<file path="src/rtl/output_drain_scheduler.sv">
// Output BRAM drain sequencer: sweeps every filter and BRAM address and streams
// the words to the DRAM writer over valid/ready, at one word per cycle under full ready.
module output_drain_scheduler #(
  parameter int NUMBER_SUPPORTED_FILTERS = 30,
  parameter int N_COLS_ARRAY             = 16,
  parameter int DRAM_ADDR_WIDTH          = 18,
  parameter int BRAM_ADDR_WIDTH          = 11,
  localparam int FW      = $clog2(NUMBER_SUPPORTED_FILTERS),
  localparam int N_BANKS = (NUMBER_SUPPORTED_FILTERS + N_COLS_ARRAY - 1) / N_COLS_ARRAY
) (
  input  logic                       clk_i,
  input  logic                       bram_addr_max_rst,
  input  logic                       start_i,
  input  logic [BRAM_ADDR_WIDTH-1:0] addr_max_i,
  input  logic [DRAM_ADDR_WIDTH-1:0] dram_base_i,
  output logic                       busy_o,
  output logic                       done_o,
  output logic [FW-1:0]              sel_filter_o,
  output logic [N_BANKS-1:0]         bram_rd_en_o,
  output logic [BRAM_ADDR_WIDTH-1:0] bram_rd_addr_o,
  output logic                       dram_wr_valid_o,
  input  logic                       dram_wr_ready_i,
  output logic [DRAM_ADDR_WIDTH-1:0] dram_wr_addr_o
);

  typedef enum logic [2:0] {IDLE, LOAD, DRAIN, FLUSH, DONE} state_t;

  state_t                     state_reg;
  logic [BRAM_ADDR_WIDTH-1:0] addr_reg;
  logic [BRAM_ADDR_WIDTH-1:0] max_reg;
  logic [FW-1:0]              filter_reg;
  logic [31:0]                filter_ext;
  logic                       slot_free;
  logic                       issue;
  logic                       last_addr;
  logic                       last_filter;
  logic                       beat_accepted;

  // The read is issued combinationally so the BRAM word lands in the same
  // cycle the beat register (valid/sel/addr) turns it into a bus beat.
  assign slot_free     = !dram_wr_valid_o || dram_wr_ready_i;
  assign issue         = (state_reg == DRAIN) && slot_free;
  assign last_addr     = (addr_reg == max_reg);
  assign last_filter   = (filter_reg == FW'(NUMBER_SUPPORTED_FILTERS - 1));
  assign beat_accepted = dram_wr_valid_o && dram_wr_ready_i;
  assign filter_ext    = 32'(filter_reg);

  assign bram_rd_addr_o = issue ? addr_reg : '0;

  generate
    for (genvar gi = 0; gi < N_BANKS; gi++) begin : g_bank_en
      assign bram_rd_en_o[gi] = issue && ((filter_ext / N_COLS_ARRAY) == 32'(gi));
    end
  endgenerate

  always_ff @(posedge clk_i or posedge bram_addr_max_rst) begin
    if (bram_addr_max_rst) begin
      state_reg       <= IDLE;
      addr_reg        <= '0;
      max_reg         <= '0;
      filter_reg      <= '0;
      busy_o          <= 1'b0;
      done_o          <= 1'b0;
      sel_filter_o    <= '0;
      dram_wr_valid_o <= 1'b0;
      dram_wr_addr_o  <= '0;
    end else begin
      done_o <= 1'b0;

      // Beat register: a new issue refills it, otherwise acceptance empties it.
      if (issue) begin
        dram_wr_valid_o <= 1'b1;
        sel_filter_o    <= filter_reg;
      end else if (dram_wr_ready_i) begin
        dram_wr_valid_o <= 1'b0;
      end

      if (beat_accepted) begin
        dram_wr_addr_o <= dram_wr_addr_o + 1'b1;
      end

      case (state_reg)
        IDLE: begin
          if (start_i) begin
            state_reg <= LOAD;
            busy_o    <= 1'b1;
          end
        end
        LOAD: begin
          max_reg        <= addr_max_i;
          dram_wr_addr_o <= dram_base_i;
          filter_reg     <= '0;
          addr_reg       <= '0;
          state_reg      <= DRAIN;
        end
        DRAIN: begin
          if (issue) begin
            if (last_addr) begin
              addr_reg <= '0;
              if (last_filter) begin
                state_reg <= FLUSH;
              end else begin
                filter_reg <= filter_reg + 1'b1;
              end
            end else begin
              addr_reg <= addr_reg + 1'b1;
            end
          end
        end
        FLUSH: begin
          if (beat_accepted) begin
            state_reg <= DONE;
            busy_o    <= 1'b0;
            done_o    <= 1'b1;
          end
        end
        DONE: begin
          state_reg <= IDLE;
        end
        default: begin
          state_reg <= IDLE;
        end
      endcase
    end
  end

endmodule

</file>
<file path="config.mk">
export PLATFORM = sky130hd
export DESIGN_NAME = output_drain_scheduler
export DESIGN_NICKNAME = d
export VERILOG_FILES = /design/src/rtl/output_drain_scheduler.sv
export SDC_FILE = /design/constraint.sdc
export NUM_CORES = 1
export LEC_CHECK = 0
export ABC_AREA = 1
export ABC_CLOCK_PERIOD_IN_PS = 1500
export CELL_PAD_IN_SITES_DETAIL_PLACEMENT = 0
export CELL_PAD_IN_SITES_GLOBAL_PLACEMENT = 1
export CORE_MARGIN = 4
export CORE_UTILIZATION = 33
export DETAILED_ROUTE_END_ITERATION = 10
export GPL_TIMING_DRIVEN = 0
export PLACE_DENSITY = 0.88
export SLEW_MARGIN = 5
export SYNTH_ARGS = -nofsm -noshare
export SYNTH_HDL_FRONTEND = slang
export SYNTH_SLANG_ARGS = --single-unit
</file>
<file path="constraint.sdc">
create_clock -name clk_i -period 1.5 [get_ports clk_i]
set_input_delay 0.15 -clock clk_i [delete_from_list [all_inputs] [get_ports clk_i]]
set_output_delay 0.15 -clock clk_i [all_outputs]
set_load 0.02 [all_outputs]
</file>
; Word level (Yosys, flattened, before mapping)
; Index checks and enable logic that the tools add are counted.
[totals]
output_inout_bits = 39
word_cells = 62
ff_bits = 56
[op_classes]
muxes = 23
reduce_logical = 16
eq_ne = 11
add_sub_neg = 3
[op_table]
columns = op, count
row1 = 18-bit 2-to-1 mux, 2
row2 = 11-bit 2-to-1 mux, 3
row3 = 32-bit zero test, 1
row4 = 11-bit case mux with 2 select lines, 1
row5 = "18-bit by 1-bit adder with 18-bit output, second input constant", 1
row6 = 3-bit 2-to-1 mux, 5
row7 = 5-bit 2-to-1 mux, 3
row8 = "2-bit inequality test, second input constant", 6
row9 = 3-bit case mux with 4 select lines, 1
row10 = "11-bit by 1-bit adder with 11-bit output, second input constant", 1
row11 = 11-bit == test, 1
row12 = 5-bit case mux with 2 select lines, 1
row13 = 2-bit nonzero test, 4
row14 = "3-bit by 2-bit == test with 1-bit output, second input constant", 2
row15 = 1-bit 2-to-1 mux, 6
row16 = "5-bit by 1-bit adder with 5-bit output, second input constant", 1
row17 = "5-bit == test, second input constant", 1
row18 = 5-bit AND reduction, 1
row19 = 1-bit logical AND, 4
row20 = 4-bit AND reduction, 1
row21 = "3-bit by 1-bit == test with 1-bit output, second input constant", 1
row22 = 3-bit zero test, 1
row23 = 3-bit AND reduction, 1
row24 = 1-bit case mux with 2 select lines, 1
row25 = 3 further kinds, 3

; Logic depth before layout (Yosys ltp)
[depth]
ltp_word = 5
ltp_mapped = 11

; Least setup slack after synthesis
; No wires, ideal clock.
[synth_path]
kind = reg2reg
startpoint = register dram_wr_addr_o[0]
endpoint = register dram_wr_addr_o[16]
path_stages_with_launch = 9
setup_slack_ns = -0.069
t_arrival_ns = 1.443
required_time_ns = 1.373
cell_sequence = dfrtp_1 > ha_1 > nand2_1 > nor2_1 > nand4_1 > o21ai_0 > nand3_1 > nand2_1 > o21ai_0
[synth_between]
elab_chain_cells = 3
[synth_rtl]
columns = item, line_no
row1 = start: declaration, 23  ; output logic [DRAM_ADDR_WIDTH-1:0] dram_wr_addr_o
row2 = start signal: assignment, 79  ; dram_wr_addr_o <= dram_wr_addr_o + 1'b1;
row3 = start signal: assignment, 91  ; dram_wr_addr_o <= dram_base_i;
row4 = 18-bit by 1-bit adder with 18-bit output, 79
row5 = 18-bit 2-to-1 mux, 78  ; if (beat_accepted) begin
row6 = 18-bit 2-to-1 mux, 82  ; case (state_reg)
; No other way between the ends. The select of a mux whose other input is x is not followed.
; A chain may end at the register's enable or synchronous reset.

; Worst setup path after layout
[layout_path]
startpoint = register state_reg[0]
endpoint = output bram_rd_addr_o[5]
[layout_between]
elab_chain_cells = 3
[layout_rtl]
columns = item, line_no
row1 = start: declaration, 28  ; state_t state_reg;
row2 = start signal: assignment, 58  ; state_reg <= IDLE;
row3 = start signal: assignment, 85  ; state_reg <= LOAD;
row4 = start signal: assignment, 94  ; state_reg <= DRAIN;
row5 = 3-bit by 2-bit == test with 1-bit output, 42  ; assign issue = (state_reg == DRAIN) && slot_free;
row6 = 1-bit logical AND, 42
row7 = 11-bit 2-to-1 mux, 48  ; assign bram_rd_addr_o = issue ? addr_reg : '0;
row8 = end: declaration, 20  ; output logic [BRAM_ADDR_WIDTH-1:0] bram_rd_addr_o,
; No other way between the ends.

==> results_dict.tcl <==
set metrics [dict create \
    outcome "finished with violations" \
    violations "negative setup slack" \
    coreArea_sq_um 9680 \
    grt_setup_unrepaired "true" \
    cp_max_fo 6 \
    h-tree-depth 2 \
    async_reset_ff_share_pct 100 \
    slowest_delay_ns 0.41 \
    postLayoutCellArea_sq_um 5000 \
    dpl.hpwl_mm 6.78 \
    worstMarginPinSlew_ns 0.542 \
    ys.flop_type "dfrtp_1" \
    n_antenna_cell 0 \
    synth-xor-area-share_pct 3.49 \
    grt_pass1_vias 3225 \
    syn-num-nets 473 \
    drv_cap 0 \
    drc 0 \
    die_w_um 107 \
    place_congestion 0.874 \
    start_util_pct 33.7 \
    cts.sinks 56 \
    largest_register_ffs 18 \
    cts_tree "yes" \
    drt-pass1-iter-count 5 \
    yosysSeqAreaShare_pct 43.0 \
    path_cells "inv_2 -> nand2_4 -> nor2_8 -> nand2_4 -> buf_8 -> buf_8 -> nor2_4 -> buf_6" \
    fin_ws_ns -0.170 \
    skew_ns 0.00688 \
    fmax_ghz 0.599 \
    p_per_area_nw_per_um2 1200 \
    grt_util_all_layers_pct 17.0 \
    synthMuxAreaShare_pct 0.690 \
    via_per_inst 4.88 \
    grt_max_degree 57 \
    irDropWorstVdd_v 0.000450 \
    cp-start-kind "flop" \
    synth-compound-area-share_pct 9.05 \
    drtAntennaViolNets 0 \
    final_common_cell "nand2_1" \
    wl_per_cell_um 14.5 \
    critPathRequiredTime_ns 1.35 \
    finish.utilization_pct 51.6 \
    hold_path_class "in -> async" \
    leakage_nw 2.33 \
    layout-drive-gt1-share_pct 27.4 \
    clockBufferDepth 2 \
    synth_top_family_by_area "simple AND/OR/NAND/NOR gates" \
    routed_wl_mm 10.0 \
    hold_violations 0 \
    end_kind "output pin" \
    rows 36 \
    fp.dieArea_sq_um 11500 \
    cts_hold_buf 0 \
    synth-adder-area-share_pct 1.53 \
    synth_area_sq_um 3260 \
    layout_common_cells "nand2_1, dfrtp_1, nor2_1" \
    slew_violations 0 \
    synth-edff-count 0 \
    critPathSlowestCell "dfrtp_1" \
    gr-total-overflow 0 \
    synth.distinct_cells 39 \
    syn2layout_area_growth_pct 53.3 \
    final.min_clock_period_ns 1.67 \
    portBuffers 71 \
    num_io_pins 72 \
    die_height_um 107 \
    grt_pass1_wl_mm 15.8 \
    clk_latency_ns 0.31 \
    first_iter_violations 174 \
    placed_area_sq_um 4140 \
    critPathArrivalTime_ns 1.52 \
    slew_headroom_pct 63.8 \
    post-route-period-util_pct 111 \
    cts_buffers 5 \
    yosys_register_bits 56 \
    final_nets 594 \
    yosys_warnings 0 \
    setup_viol 44 \
    r2r_setup_slack_ns -0.13 \
    synth_cells 436 \
    clk_pin_slew_worst_paths_ns 0.10 \
    ctsRootBufferMaster "clkbuf_8" \
    synth_area_per_cell_sq_um 7.48 \
    antenna_found_initial 0 \
    synthSimpleGateAreaFrac_pct 34.2 \
    critPathKind "reg -> out" \
    num_vias 3374 \
]
## layout make-up
class                      count  area, sq um
buffer                        10          128
fill                         893         4680
clock inverter                 1         7.51
sequential                    56         1410
inverter                      52          209
timing repair buffer         115         1110
multi-input combinational    317         1880
tap                          133          166
clock buffer                   7         86.3
## worst max-delay path, delay by kind of cell, from the launching register on
family	cells	cell delay, ns
buffers and inverters	4	0.48
flip-flops	1	0.41
AND/OR/NAND/NOR	4	0.32
## logic make-up (layout without fill, tap and decap cells)
kind of cell / Yosys count / after routing
buffers and inverters: 63 / 185
and+or+nand+nor: 248 / 248
adders and majority gates: 4 / 4
xor gates and xnor gates: 13 / 13
AOI/OAI and AO/OA: 50 / 50
muxes: 2 / 2
DFF: 56 / 56
## final timing paths
path	start	end	cells after the start
setup / recovery	state_reg[0]$_DFFE_PP0P_	bram_rd_addr_o[5]	8
hold / removal	bram_addr_max_rst	dram_wr_valid_o$_DFFE_PP0P_	2
setup reg to reg	state_reg[0]$_DFFE_PP0P_	addr_reg[9]$_DFFE_PP0P_	13
hold reg to reg	sel_filter_o[3]$_DFFE_PP0N_	sel_filter_o[3]$_DFFE_PP0N_	2
max in group asynchronous	bram_addr_max_rst	dram_wr_addr_o[0]$_DFFE_PP0P_	3
min in group clk_i	addr_max_i[8]	max_reg[8]$_DFFE_PP0P_	3
## routing by layer
| layer | routed length (um) | vias up | global-route usage (%) |
|---|---|---|---|
| met1 | 4280 | 1610 | 23.0 |
| met5 | 0 | - | 0 |
| li1 | - | 1663 | - |
| met3 | 551 | 17 | 2.46 |
| met4 | 187 | 0 | 4.78 |
| met2 | 5020 | 84 | 28.3 |
## per-stage QoR
| step | cells | power, W | setup WS, ns | TNS, ns | hold slack, ns |
|---|---|---|---|---|---|
| after global placement | 640 | 0.00471 | -0.606 | -14.82 | 0.473 |
| after detailed placement | 640 | 0.00475 | -0.635 | -16.48 | 0.477 |
| after floorplan | 436 | 0.00375 | -0.0307 | -0.323 | 0.230 |
| final | 691 | 0.00599 | -0.170 | -3.57 | 0.219 |
| after global routing | 691 | 0.00643 | -0.241 | -7.44 | 0.246 |
| after CTS | 672 | 0.00582 | -0.190 | -2.41 | 0.361 |
## repair_timing
item,in CTS,in global routing
pin swaps,12,11
setup endpoints to repair,71,62
gates cloned,3,0
buffers inserted,23,18
gates resized for setup,153,75
## power by group
part	total [W]	leakage, nW	switching [W]	internal, W
combinational	0.00265	1.60	0.00148	0.00117
sequential	0.00247	0.682	0.000517	0.00195
clock	0.000871	0.0445	0.000494	0.000377
## synthesized netlist by cell type (4+ instances only)
cell      count  area share (%)
o21ai_0      23             3.5
xor2_1        8             2.1
nand3_1      24             3.7
o22ai_1       5            0.96
nand3_2       4             1.2
a31oi_1       6             1.2
ha_1          4             1.5
dfrtp_1      56              43
nor2_1       58             6.7
o211ai_1      5             1.2
nor3_1        9             1.4
nand4_1      13             2.5
nand2_1     123              14
inv_2         5            0.58
inv_1        47             5.4
xnor2_1       5             1.3
buf_2         5            0.77
(Power assumes the default switching activity.)
